**src/rtl/huffman_pkg.sv**
```systemverilog
// -----------------------------------------------------------------------------
// huffman_pkg
//
// Shared definitions for the Huffman encoder and decoder datapaths.
//   BYTE_W         : width of one packed-code byte on the byte streams.
//   BIT_IDX_W      : width of a counter able to hold the value BYTE_W.
//   unpack_state_e : state encoding of the bit unpacker that feeds the
//                    decoder tree walker.
// -----------------------------------------------------------------------------
package huffman_pkg;

    localparam int BYTE_W    = 8;
    localparam int BIT_IDX_W = $clog2(BYTE_W + 1);

    typedef enum logic [1:0] {
        IDLE      = 2'd0,
        WAIT_BYTE = 2'd1,
        SHIFT     = 2'd2,
        DONE      = 2'd3
    } unpack_state_e;

endpackage

```
**src/rtl/sync_flex_counter.sv**
```systemverilog
// -----------------------------------------------------------------------------
// sync_flex_counter
//
// Up-counter that stops at a programmable limit instead of wrapping.
//   clk          : clock, rising edge.
//   rst          : synchronous active-high reset, count to 0.
//   clear        : synchronous clear, count to 0 (beats count_enable).
//   count_enable : advance the count by one this cycle.
//   rollover_val : limit; the count holds once it reaches this value.
//   count_out    : current count.
// -----------------------------------------------------------------------------
module sync_flex_counter #(
    parameter int CNT_W = 16
) (
    input  logic             clk,
    input  logic             rst,
    input  logic             clear,
    input  logic             count_enable,
    input  logic [CNT_W-1:0] rollover_val,
    output logic [CNT_W-1:0] count_out
);

    logic [CNT_W-1:0] count_reg;
    logic [CNT_W-1:0] count_next;

    always_comb begin
        count_next = count_reg;
        if (clear) begin
            count_next = '0;
        end else if (count_enable && (count_reg != rollover_val)) begin
            // Saturate at the limit so a stray enable can never wrap to 0.
            count_next = count_reg + CNT_W'(1);
        end
    end

    always_ff @(posedge clk) begin
        if (rst) begin
            count_reg <= '0;
        end else begin
            count_reg <= count_next;
        end
    end

    assign count_out = count_reg;

endmodule

```
**src/rtl/bit_unpacker.sv**
```systemverilog
// -----------------------------------------------------------------------------
// bit_unpacker
//
// Turns a stream of packed Huffman code bytes into a serial bit stream for the
// decoder tree walker, and ends the stream once the walker has reported the
// requested number of decoded symbols.
//
// Parameters
//   CNT_W     : width of the symbol count and of data_size.
//   MSB_FIRST : 1 = bit 7 of each byte is emitted first, 0 = bit 0 first.
// Ports
//   clk, rst              : clock and synchronous active-high reset.
//   clear                 : abort the current stream and return to IDLE.
//   start, data_size      : begin a stream of data_size symbols (IDLE only).
//   byte_valid/ready/data : packed-code byte input handshake.
//   bit_valid/ready/out   : serial bit output handshake.
//   symbol_done           : one-cycle pulse per symbol decoded by the walker.
//   sym_count             : symbols decoded in the current stream.
//   busy                  : stream in progress.
//   done                  : one-cycle end-of-stream pulse.
// -----------------------------------------------------------------------------
module bit_unpacker
    import huffman_pkg::*;
#(
    parameter int CNT_W     = 16,
    parameter int MSB_FIRST = 1
) (
    input  logic              clk,
    input  logic              rst,
    input  logic              clear,
    input  logic              start,
    input  logic [CNT_W-1:0]  data_size,
    input  logic              byte_valid,
    input  logic [BYTE_W-1:0] byte_data,
    output logic              byte_ready,
    output logic              bit_valid,
    output logic              bit_out,
    input  logic              bit_ready,
    input  logic              symbol_done,
    output logic [CNT_W-1:0]  sym_count,
    output logic              busy,
    output logic              done
);

    unpack_state_e        state_reg, state_next;
    logic [BYTE_W-1:0]    shift_reg, shift_next;
    logic [BIT_IDX_W-1:0] bit_idx_reg, bit_idx_next;
    logic [CNT_W-1:0]     size_reg, size_next;

    logic [BYTE_W-1:0]    load_byte;
    logic                 start_accept;
    logic                 byte_take;
    logic                 bit_take;
    logic                 last_symbol;

    // The shift register always shifts toward its MSB; for LSB-first order the
    // byte is mirrored on load so both orders share one shifter.
    genvar gi;
    generate
        for (gi = 0; gi < BYTE_W; gi++) begin : g_load_order
            if (MSB_FIRST != 0) begin : g_msb
                assign load_byte[gi] = byte_data[gi];
            end else begin : g_lsb
                assign load_byte[gi] = byte_data[BYTE_W-1-gi];
            end
        end
    endgenerate

    assign byte_ready = (state_reg == WAIT_BYTE);
    assign bit_valid  = (state_reg == SHIFT);
    assign bit_out    = bit_valid & shift_reg[BYTE_W-1];
    assign busy       = byte_ready | bit_valid;
    assign done       = (state_reg == DONE);

    assign start_accept = (state_reg == IDLE) & start & ~clear;
    assign byte_take    = byte_ready & byte_valid;
    assign bit_take     = bit_valid & bit_ready;

    // This symbol_done brings the count up to the latched size. The counter
    // registers the increment on the same edge the FSM moves to DONE.
    assign last_symbol = busy & symbol_done &
                         ((sym_count + CNT_W'(1)) == size_reg);

    always_comb begin
        state_next   = state_reg;
        shift_next   = shift_reg;
        bit_idx_next = bit_idx_reg;
        size_next    = size_reg;

        if (clear) begin
            // Abort: whatever byte is being offered or held is dropped.
            state_next   = IDLE;
            shift_next   = '0;
            bit_idx_next = '0;
        end else begin
            case (state_reg)
                IDLE: begin
                    if (start) begin
                        size_next  = data_size;
                        state_next = (data_size == '0) ? DONE : WAIT_BYTE;
                    end
                end

                WAIT_BYTE: begin
                    if (last_symbol) begin
                        state_next = DONE;
                    end else if (byte_take) begin
                        shift_next   = load_byte;
                        bit_idx_next = BIT_IDX_W'(BYTE_W);
                        state_next   = SHIFT;
                    end
                end

                SHIFT: begin
                    if (bit_take) begin
                        shift_next   = {shift_reg[BYTE_W-2:0], 1'b0};
                        bit_idx_next = bit_idx_reg - BIT_IDX_W'(1);
                    end
                    if (last_symbol) begin
                        // Stream complete: the rest of the byte is padding.
                        // A bit taken in this same cycle still counts.
                        state_next   = DONE;
                        shift_next   = '0;
                        bit_idx_next = '0;
                    end else if (bit_take && (bit_idx_reg == BIT_IDX_W'(1))) begin
                        // Last bit of the byte taken; the next byte is only
                        // accepted from WAIT_BYTE, giving a one-cycle bubble.
                        state_next = WAIT_BYTE;
                    end
                end

                DONE: begin
                    state_next = IDLE;
                end

                default: begin
                    state_next = IDLE;
                end
            endcase
        end
    end

    always_ff @(posedge clk) begin
        if (rst) begin
            state_reg   <= IDLE;
            shift_reg   <= '0;
            bit_idx_reg <= '0;
            size_reg    <= '0;
        end else begin
            state_reg   <= state_next;
            shift_reg   <= shift_next;
            bit_idx_reg <= bit_idx_next;
            size_reg    <= size_next;
        end
    end

    // Only an accepted start restarts the count; start outside IDLE is ignored.
    sync_flex_counter #(
        .CNT_W(CNT_W)
    ) u_sym_counter (
        .clk          (clk),
        .rst          (rst),
        .clear        (clear | start_accept),
        .count_enable (symbol_done & busy),
        .rollover_val (size_reg),
        .count_out    (sym_count)
    );

endmodule

```
**config.mk**
```make
export PLATFORM = sky130hd
export DESIGN_NAME = bit_unpacker
export DESIGN_NICKNAME = d
export VERILOG_FILES = /design/src/rtl/huffman_pkg.sv /design/src/rtl/sync_flex_counter.sv /design/src/rtl/bit_unpacker.sv
export SDC_FILE = /design/constraint.sdc
export NUM_CORES = 1
export LEC_CHECK = 0
export BUFFER_PORTS_ARGS = -buffer_cell sky130_fd_sc_hd__clkbuf_2
export CORE_MARGIN = 5
export CORE_UTILIZATION = 60
export CTS_CLUSTER_DIAMETER = 100
export DETAILED_ROUTE_END_ITERATION = 7
export HOLD_SLACK_MARGIN = 0.03
export PLACE_DENSITY_LB_ADDON = 0.05
export SKIP_CTS_REPAIR_TIMING = 1
export SLEW_MARGIN = 30
export SYNTH_ARGS = -nofsm -noshare
export SYNTH_HDL_FRONTEND = slang
export SYNTH_SLANG_ARGS = --single-unit
```
**constraint.sdc**
```tcl
create_clock -name clk -period 7.3 [get_ports clk]
set_input_delay 1.825 -clock clk [delete_from_list [all_inputs] [get_ports clk]]
set_output_delay 1.825 -clock clk [all_outputs]
set_load 0.02 [all_outputs]
```
==> impl_results.md, run 1 <==
- Fin crit period: roughly 3.5 ns
- DRT Pass-1 Iters: 4
- Synth Area per Inst: around 8.0 sq um
- Post-synthesis sequential area ratio: 32.6%
- IO buf count: a little over 50
- Clk_skew: between 0.01 and 0.015 ns
- Data arrival time of the critical path: 3.73 ns
- I/O Pins: 52
- Hold Path Class: register to register
- Total Wirelength: 6380 um
- Crit path required time: between 7 and 8 ns
- Vias in the first global route: 2,428
- Fin. max-slew vios: 0
- Initial Util: approximately three fifths
- Critical path peak fanout: 18
- Final hold vios: 0
- Antenna violations before repair: 0
- Drt drc: 0
- Simple-gate share of the synthesized area: about a quarter
- XOR/XNOR share of the synthesized area: a little over 10%
- Slowest cell on the critical path: nor2_1
- Setup Crit Path Kind: input pin to register
- CTS H-tree lvls: 2
- Yosys warnings: 0
- Internal Pwr Total: approximately 400 uW
- DIE WIDTH: around 80 um
- Synth Area in Adders: between 3 and 4%
- Commonest non-fill, non-tap cell in the layout: nand2_1
- Met3 WL: around 290 um
- Vias per cell: between 5 and 6
- First-pass GRT wire length: approximately 11,000 um
- Core Area: 0.00466 sq mm
- Reg power frac: around half
- Clk buf depth: 2
- DRT iter0 DRCs: roughly 140
- Root Buffer: clkbuf_8
- Rel. slew slack: between 30% and 40%
- Num Clock Sinks: 46
- Ant. Diodes: 0
- Post-synth ARST share: 0%
- TritonCTS buffer count: 5
- Area Growth Syn to Fin: 13.0%
- Max-cap violations: 0
- Total power: around 550 uW
- Max frequency: 284 MHz
- Setup violators final: 0
- Period utilisation layout: between 40% and 50%
- Yosys reg bits: 46
- Logic gate share of total power: between 10% and 20%
- Die area: ~0.006 sq mm
- Total GRT Usage: between 20 and 25%
- DR vias: 2,524
- Post-Route M1 WL: approximately 3300 um
- Distinct cells, synth: 58
- DP HPWL: 4960 um
- Top sig layer: met4
- Largest net degree at the start of global routing: 19
- Ys flop type: dfxtp_1
- Crit path buffers/inverters: 1
- Cell Area, Synth: around 0.0028 sq mm
- Gr ovfl total: 0
- Leak pwr: 1.25 nW
- Commonest cells after routing, fill and taps aside: 53 x nand2_1, 51 x clkbuf_2, 46 x dfxtp_1
- Pwr/cell area: about 170 mW/mm^2
- Largest delay share family, worst path: simple AND/OR/NAND/NOR gates
- CP Launch Type: input pin
- CP startpoint: rst
- Outcome: finished, final reports clean
- Critical Path Max Stage Delay: between 0.7 and 0.8 ns
- Cell Chain, Critical Path: clkbuf_2, nor2_1, nand2_1, a21oi_1
- Worst skew pair latency: just over 0.3 ns
- Fraction of layout cells with a size suffix above 1: approximately a fifth
- Clock transition at path regs: around 0.09 ns
- Die height: between 70 and 80 um
- Compound-gate portion of the synthesized area: between 10% and 20%
- # rows: 25
- NetSw: roughly 150 uW
- Post-synthesis mux area share: under 10%
- Max rail drop VDD: around 0.00012 V
- Filler cell count: ~420
- Power share of the clock group: 35.9%
- Layout Nets: 431
- Slew @ Worst Pin: about 0.92 ns
- Reg-to-Reg Start: u_sym_counter.count_out[1]
- Post-synthesis cell count: 352
- Final TNS setup: 0 ns
- Sw frac: between 20% and 30%
- Unrepaired setup endpoints after global routing: no
- DR WL met2: ~2800 um
- Routability cong.: around 0.9
- Syn nets: just under 400
- Wire per inst: around 14 um
- CTS tree: done
- EDFF count, synth: 0
- Hold path startpoint: shift_reg[3]
- Final ANT Viol Nets: 0
- Crit end category: register
- Largest family of logic cells by synthesized area: simple AND/OR/NAND/NOR gates
==> cells in the mapped netlist, types with 2 or more instances <==
cell type   n  area, sq um
o21ai_1     2         10.0
nand3_1     6         30.0
o211ai_1    2         15.0
a31o_2      2         17.5
nor4_1     14         87.6
nor2_1     26         97.6
ha_1        8          100
xor2_1     15          131
xnor2_1    18          158
o21ai_0     6         30.0
o31ai_1     2         15.0
a2bb2oi_1   2         17.5
or3_1       5         31.3
a21oi_1    26          130
clkbuf_1   12         45.0
mux2i_1    17          170
or2_2      11         68.8
nand2b_1    3         18.8
nand2_1    53          199
nand4_1     6         37.5
inv_1      13         48.8
nor3b_1     2         15.0
buf_2       3         15.0
nor3_1     11         55.1
a31oi_1     3         18.8
and4_1      2         17.5
a21o_1      3         22.5
a311oi_1    2         17.5
dfxtp_1    46          921
buf_4       2         15.0
nor2b_1     2         12.5
==> worst reg2reg max path, cell delays in order (launching register included) <==
cell	delay [ns]
dfxtp_1	0.47
ha_1	0.27
nand3_1	0.31
nor4_1	0.49
nor3b_1	0.23
a311oi_1	0.08
or4_1	0.73
a31o_4	0.35
nor2_8	0.21
mux2i_1	0.22
==> stage by stage <==
| step | instance area, sq um | utilization, % | std cells | setup WS, ns | hold slack, ns |
|---|---|---|---|---|---|
| after floorplan | 2830 | - | 352 | 3.79 | 0.430 |
| after global placement | 3080 | 66.0 | 439 | 3.58 | 0.442 |
| after global routing | 3190 | 68.5 | 447 | 3.58 | 0.492 |
| after CTS | 3190 | 68.5 | 447 | 3.79 | 0.472 |
| final | 3190 | 68.5 | 447 | 3.78 | 0.466 |
| after detailed placement | 3080 | 66.0 | 439 | 3.46 | 0.459 |
==> power by group through the flow <==
stage	Clock [mW]	Sequential, mW	Combinational, mW
2_1_floorplan	0	0.269	0.0633
3_3_place_gp	0	0.271	0.0860
3_5_place_dp	0	0.271	0.0876
4_1_cts	0.202	0.265	0.0878
5_1_grt	0.213	0.266	0.0975
6_report	0.198	0.265	0.0876
==> final cells by class <==
cell class                 count  area [sq um]  share of cell area, %
timing repair buffer          53           270                   8.47
tap                           54          67.6                   2.12
inverter                      13          48.8                   1.53
clock buffer                   5          68.8                   2.16
sequential                    46           921                   28.9
clock inverter                 3          47.5                   1.49
multi-input combinational    273          1770                   55.4
==> worst paths after layout <==
path / end / cells after the start / slack, ns
worst max-delay path: u_sym_counter.count_out[3] / 4 / 3.78
worst min-delay path: shift_reg[3] / 2 / 0.47
worst max register to register: shift_reg[7] / 9 / 3.88
worst min register to register: shift_reg[3] / 2 / 0.47
==> metal layers <==
metal / global-route usage [%] / vias up
met1: 31.7 / 1149
met5: 0 / -
met3: 3.90 / 4
li1: - / 1318
met4: 6.64 / 0
met2: 33.3 / 53
==> cell families (layout without fill, tap and decap cells) <==
kind of cell	after synthesis	in the layout
compound gates	64	64
mux	18	18
buf+inv	33	74
xor+xnor	33	33
flops	46	46
simple gates	150	150
fa+ha+maj	8	8
No activity file was read; power rests on OpenSTA's default activity.
==> inputs of run 2 (changes only) <==
--- a/config.mk
+++ b/config.mk
@@ -7,7 +7,7 @@
 export LEC_CHECK = 0
 export BUFFER_PORTS_ARGS = -buffer_cell sky130_fd_sc_hd__clkbuf_2
 export CORE_MARGIN = 5
-export CORE_UTILIZATION = 60
+export CORE_UTILIZATION = 56
 export CTS_CLUSTER_DIAMETER = 100
 export DETAILED_ROUTE_END_ITERATION = 7
 export HOLD_SLACK_MARGIN = 0.03
==> constraint.sdc (replaced) <==
create_clock -name clk -period 3.7 [get_ports clk]
set_input_delay 0.925 -clock clk [delete_from_list [all_inputs] [get_ports clk]]
set_output_delay 0.925 -clock clk [all_outputs]
set_load 0.02 [all_outputs]
==> impl_results.md, run 2 (synthesized netlist as in run 1, its figures left out) <==
- Outcome: finished, final reports clean
- Leak pwr: between 1 and 1.5 nW
- Drt drc: 0
- Critical path peak fanout: 11
- DP HPWL: 5010 um
- # rows: 25
- Reg2reg setup slack: between 0.3 and 0.4 ns
- Setup Crit Path Kind: register to register
- Die height: around 81 um
- Area post-placement: roughly 0.0031 sq mm
- Crit path required time: around 3.9 ns
- NetSw: 298 uW
- Layout Nets: around 440
- Fraction of layout cells with a size suffix above 1: 21.9%
- Power share of the clock group: roughly 36%
- DRT Pass-1 Iters: 4
- Commonest non-fill, non-tap cell in the layout: nand2_1
- Wire per inst: 14.3 um
- Dpl ws: ~0.29 ns
- Area Growth Syn to Fin: 14.7%
- TritonCTS buffer count: 5
- Largest delay share family, worst path: simple AND/OR/NAND/NOR gates
- CP Launch Type: register
- Pwr/cell area: approximately 340 mW/mm^2
- First-pass GRT wire length: ~11,000 um
- Initial Util: 58.6%
- Worst hold path depth: 2
- Vias per cell: 5.66
- Clk_skew: about 0.012 ns
- Routability cong.: slightly below 0.9
- Final ANT Viol Nets: 0
- CTS H-tree lvls: 2
- Slowest cell on the critical path: or4_1
- Total Wirelength: between 6000 and 7000 um
- Data arrival time of the critical path: approximately 3.6 ns
- Slew @ Worst Pin: approximately 0.82 ns
- Root Buffer: clkbuf_8
- Max-cap violations: 0
- Gr ovfl total: 0
- Vias in the first global route: around 2,400
- Crit path buffers/inverters: 0
- Cell Chain, Critical Path: ha_1, nand3_1, nor4_1, nor3b_1, a311oi_1, or4_1, a31o_4, nor2_8, mux2i_1
- Reg-to-reg endpoint: shift_reg[5]
- Final Util: around two thirds
- DRT iter0 DRCs: between 200 and 250
- Commonest cells after routing, fill and taps aside: 53 x nand2_1, 51 x clkbuf_2, 46 x dfxtp_1
- Fin. max-slew vios: 0
- Clk buf depth: 2
- IO buf count: 51
- Largest net degree at the start of global routing: 19
- Crit path to: shift_reg[5]
- Max rail drop VDD: ~0.00023 V
- Period utilisation layout: roughly nine tenths
- I/O Pins: 52
- Clock transition at path regs: about 0.080 ns
- Die area: about 0.0066 sq mm
- Logic gate share of total power: approximately 16%
- Internal Pwr Total: 792 uW
- Fin crit period: 3.40 ns
- CP startpoint: u_sym_counter.count_out[0]
- Hold Path Class: register to register
- Worst skew pair latency: around 0.30 ns
- Num Clock Sinks: 46
- Sw frac: 27.3%
- Final hold vios: 0
- Critical Path Max Stage Delay: approximately 0.74 ns
- Reg power frac: 48.0%
- Antenna violations before repair: 0
- CP Depth: 9
- DR vias: around 2,600
- Total power: 1.09 mW
- Ant. Diodes: 0
- Setup violators final: 0
- Final worst slack: around 0.30 ns
- Register-to-Register Path Depth: 9
- Design area: between 0.003 and 0.004 sq mm
- Max frequency: between 200 and 300 MHz
- Total GRT Usage: a little over a fifth
- Crit end category: register
- DIE WIDTH: between 80 and 90 um
- Reg-to-Reg Start: u_sym_counter.count_out[0]
- Rel. slew slack: a little under half
- Core Area: about 0.0048 sq mm
- CTS tree: done
- Final TNS setup: 0 ns
- Unrepaired setup endpoints after global routing: no
## run 2: cell types whose count changed in the layout (fill, tap and decap cells not counted)
cell	before	now
buf_4	2	6
o21ai_1	2	1
o21ai_2	0	1
## run 2: power groups by stage
| stage | Sequential (mW) | Combinational (mW) | Clock [mW] |
|---|---|---|---|
| 2_1_floorplan | 0.530 | 0.125 | 0 |
| 3_5_place_dp | 0.534 | 0.173 | 0 |
| 3_3_place_gp | 0.534 | 0.172 | 0 |
| 4_1_cts | 0.523 | 0.175 | 0.399 |
| 5_1_grt | 0.525 | 0.196 | 0.416 |
| 6_report | 0.524 | 0.177 | 0.390 |
## run 2: cell type report
cell class                      instances  area [sq um]
Multi-Input combinational cell        273          1770
Sequential cell                        46           921
Clock inverter                          3          47.5
Timing Repair Buffer                   57           300
Fill cell                             461          1580
Inverter                               13          48.8
Clock buffer                            5          68.8
Tap cell                               67          83.8
## run 2: worst min path at each step
stage | from | end | slack [ns]
2_1_floorplan | shift_reg[7] | shift_reg[7] | 0.43
3_3_place_gp | shift_reg[7] | shift_reg[7] | 0.44
3_5_place_dp | shift_reg[7] | shift_reg[7] | 0.45
4_1_cts | shift_reg[7] | shift_reg[7] | 0.46
5_1_grt | shift_reg[4] | shift_reg[4] | 0.48
6_report | shift_reg[7] | shift_reg[7] | 0.46
## run 2: worst register-to-register path: stages (launching register included)
cell and delay (ns):
dfxtp_1 0.47, ha_1 0.27, nand3_1 0.31, nor4_1 0.48, nor3b_1 0.23, a311oi_1 0.07, or4_1 0.74, a31o_4 0.36
nor2_8 0.22, mux2i_1 0.20
## run 2: routing by layer
layer | track usage (%) | vias up | part of all wire (%)
met1 | 32.0 | 1208 | 52
met2 | 32.1 | 94 | 42
li1 | - | 1320 | -
met3 | 3.55 | 5 | 5.9
met4 | 5.07 | 0 | 0.65
met5 | 0 | - | 0
## run 2: through the flow
stage / std cells / hold slack [ns]
4_1_cts: 464 / 0.459
3_3_place_gp: 456 / 0.444
3_5_place_dp: 456 / 0.447
6_report: 464 / 0.457
2_1_floorplan: 352 / 0.430
5_1_grt: 464 / 0.479
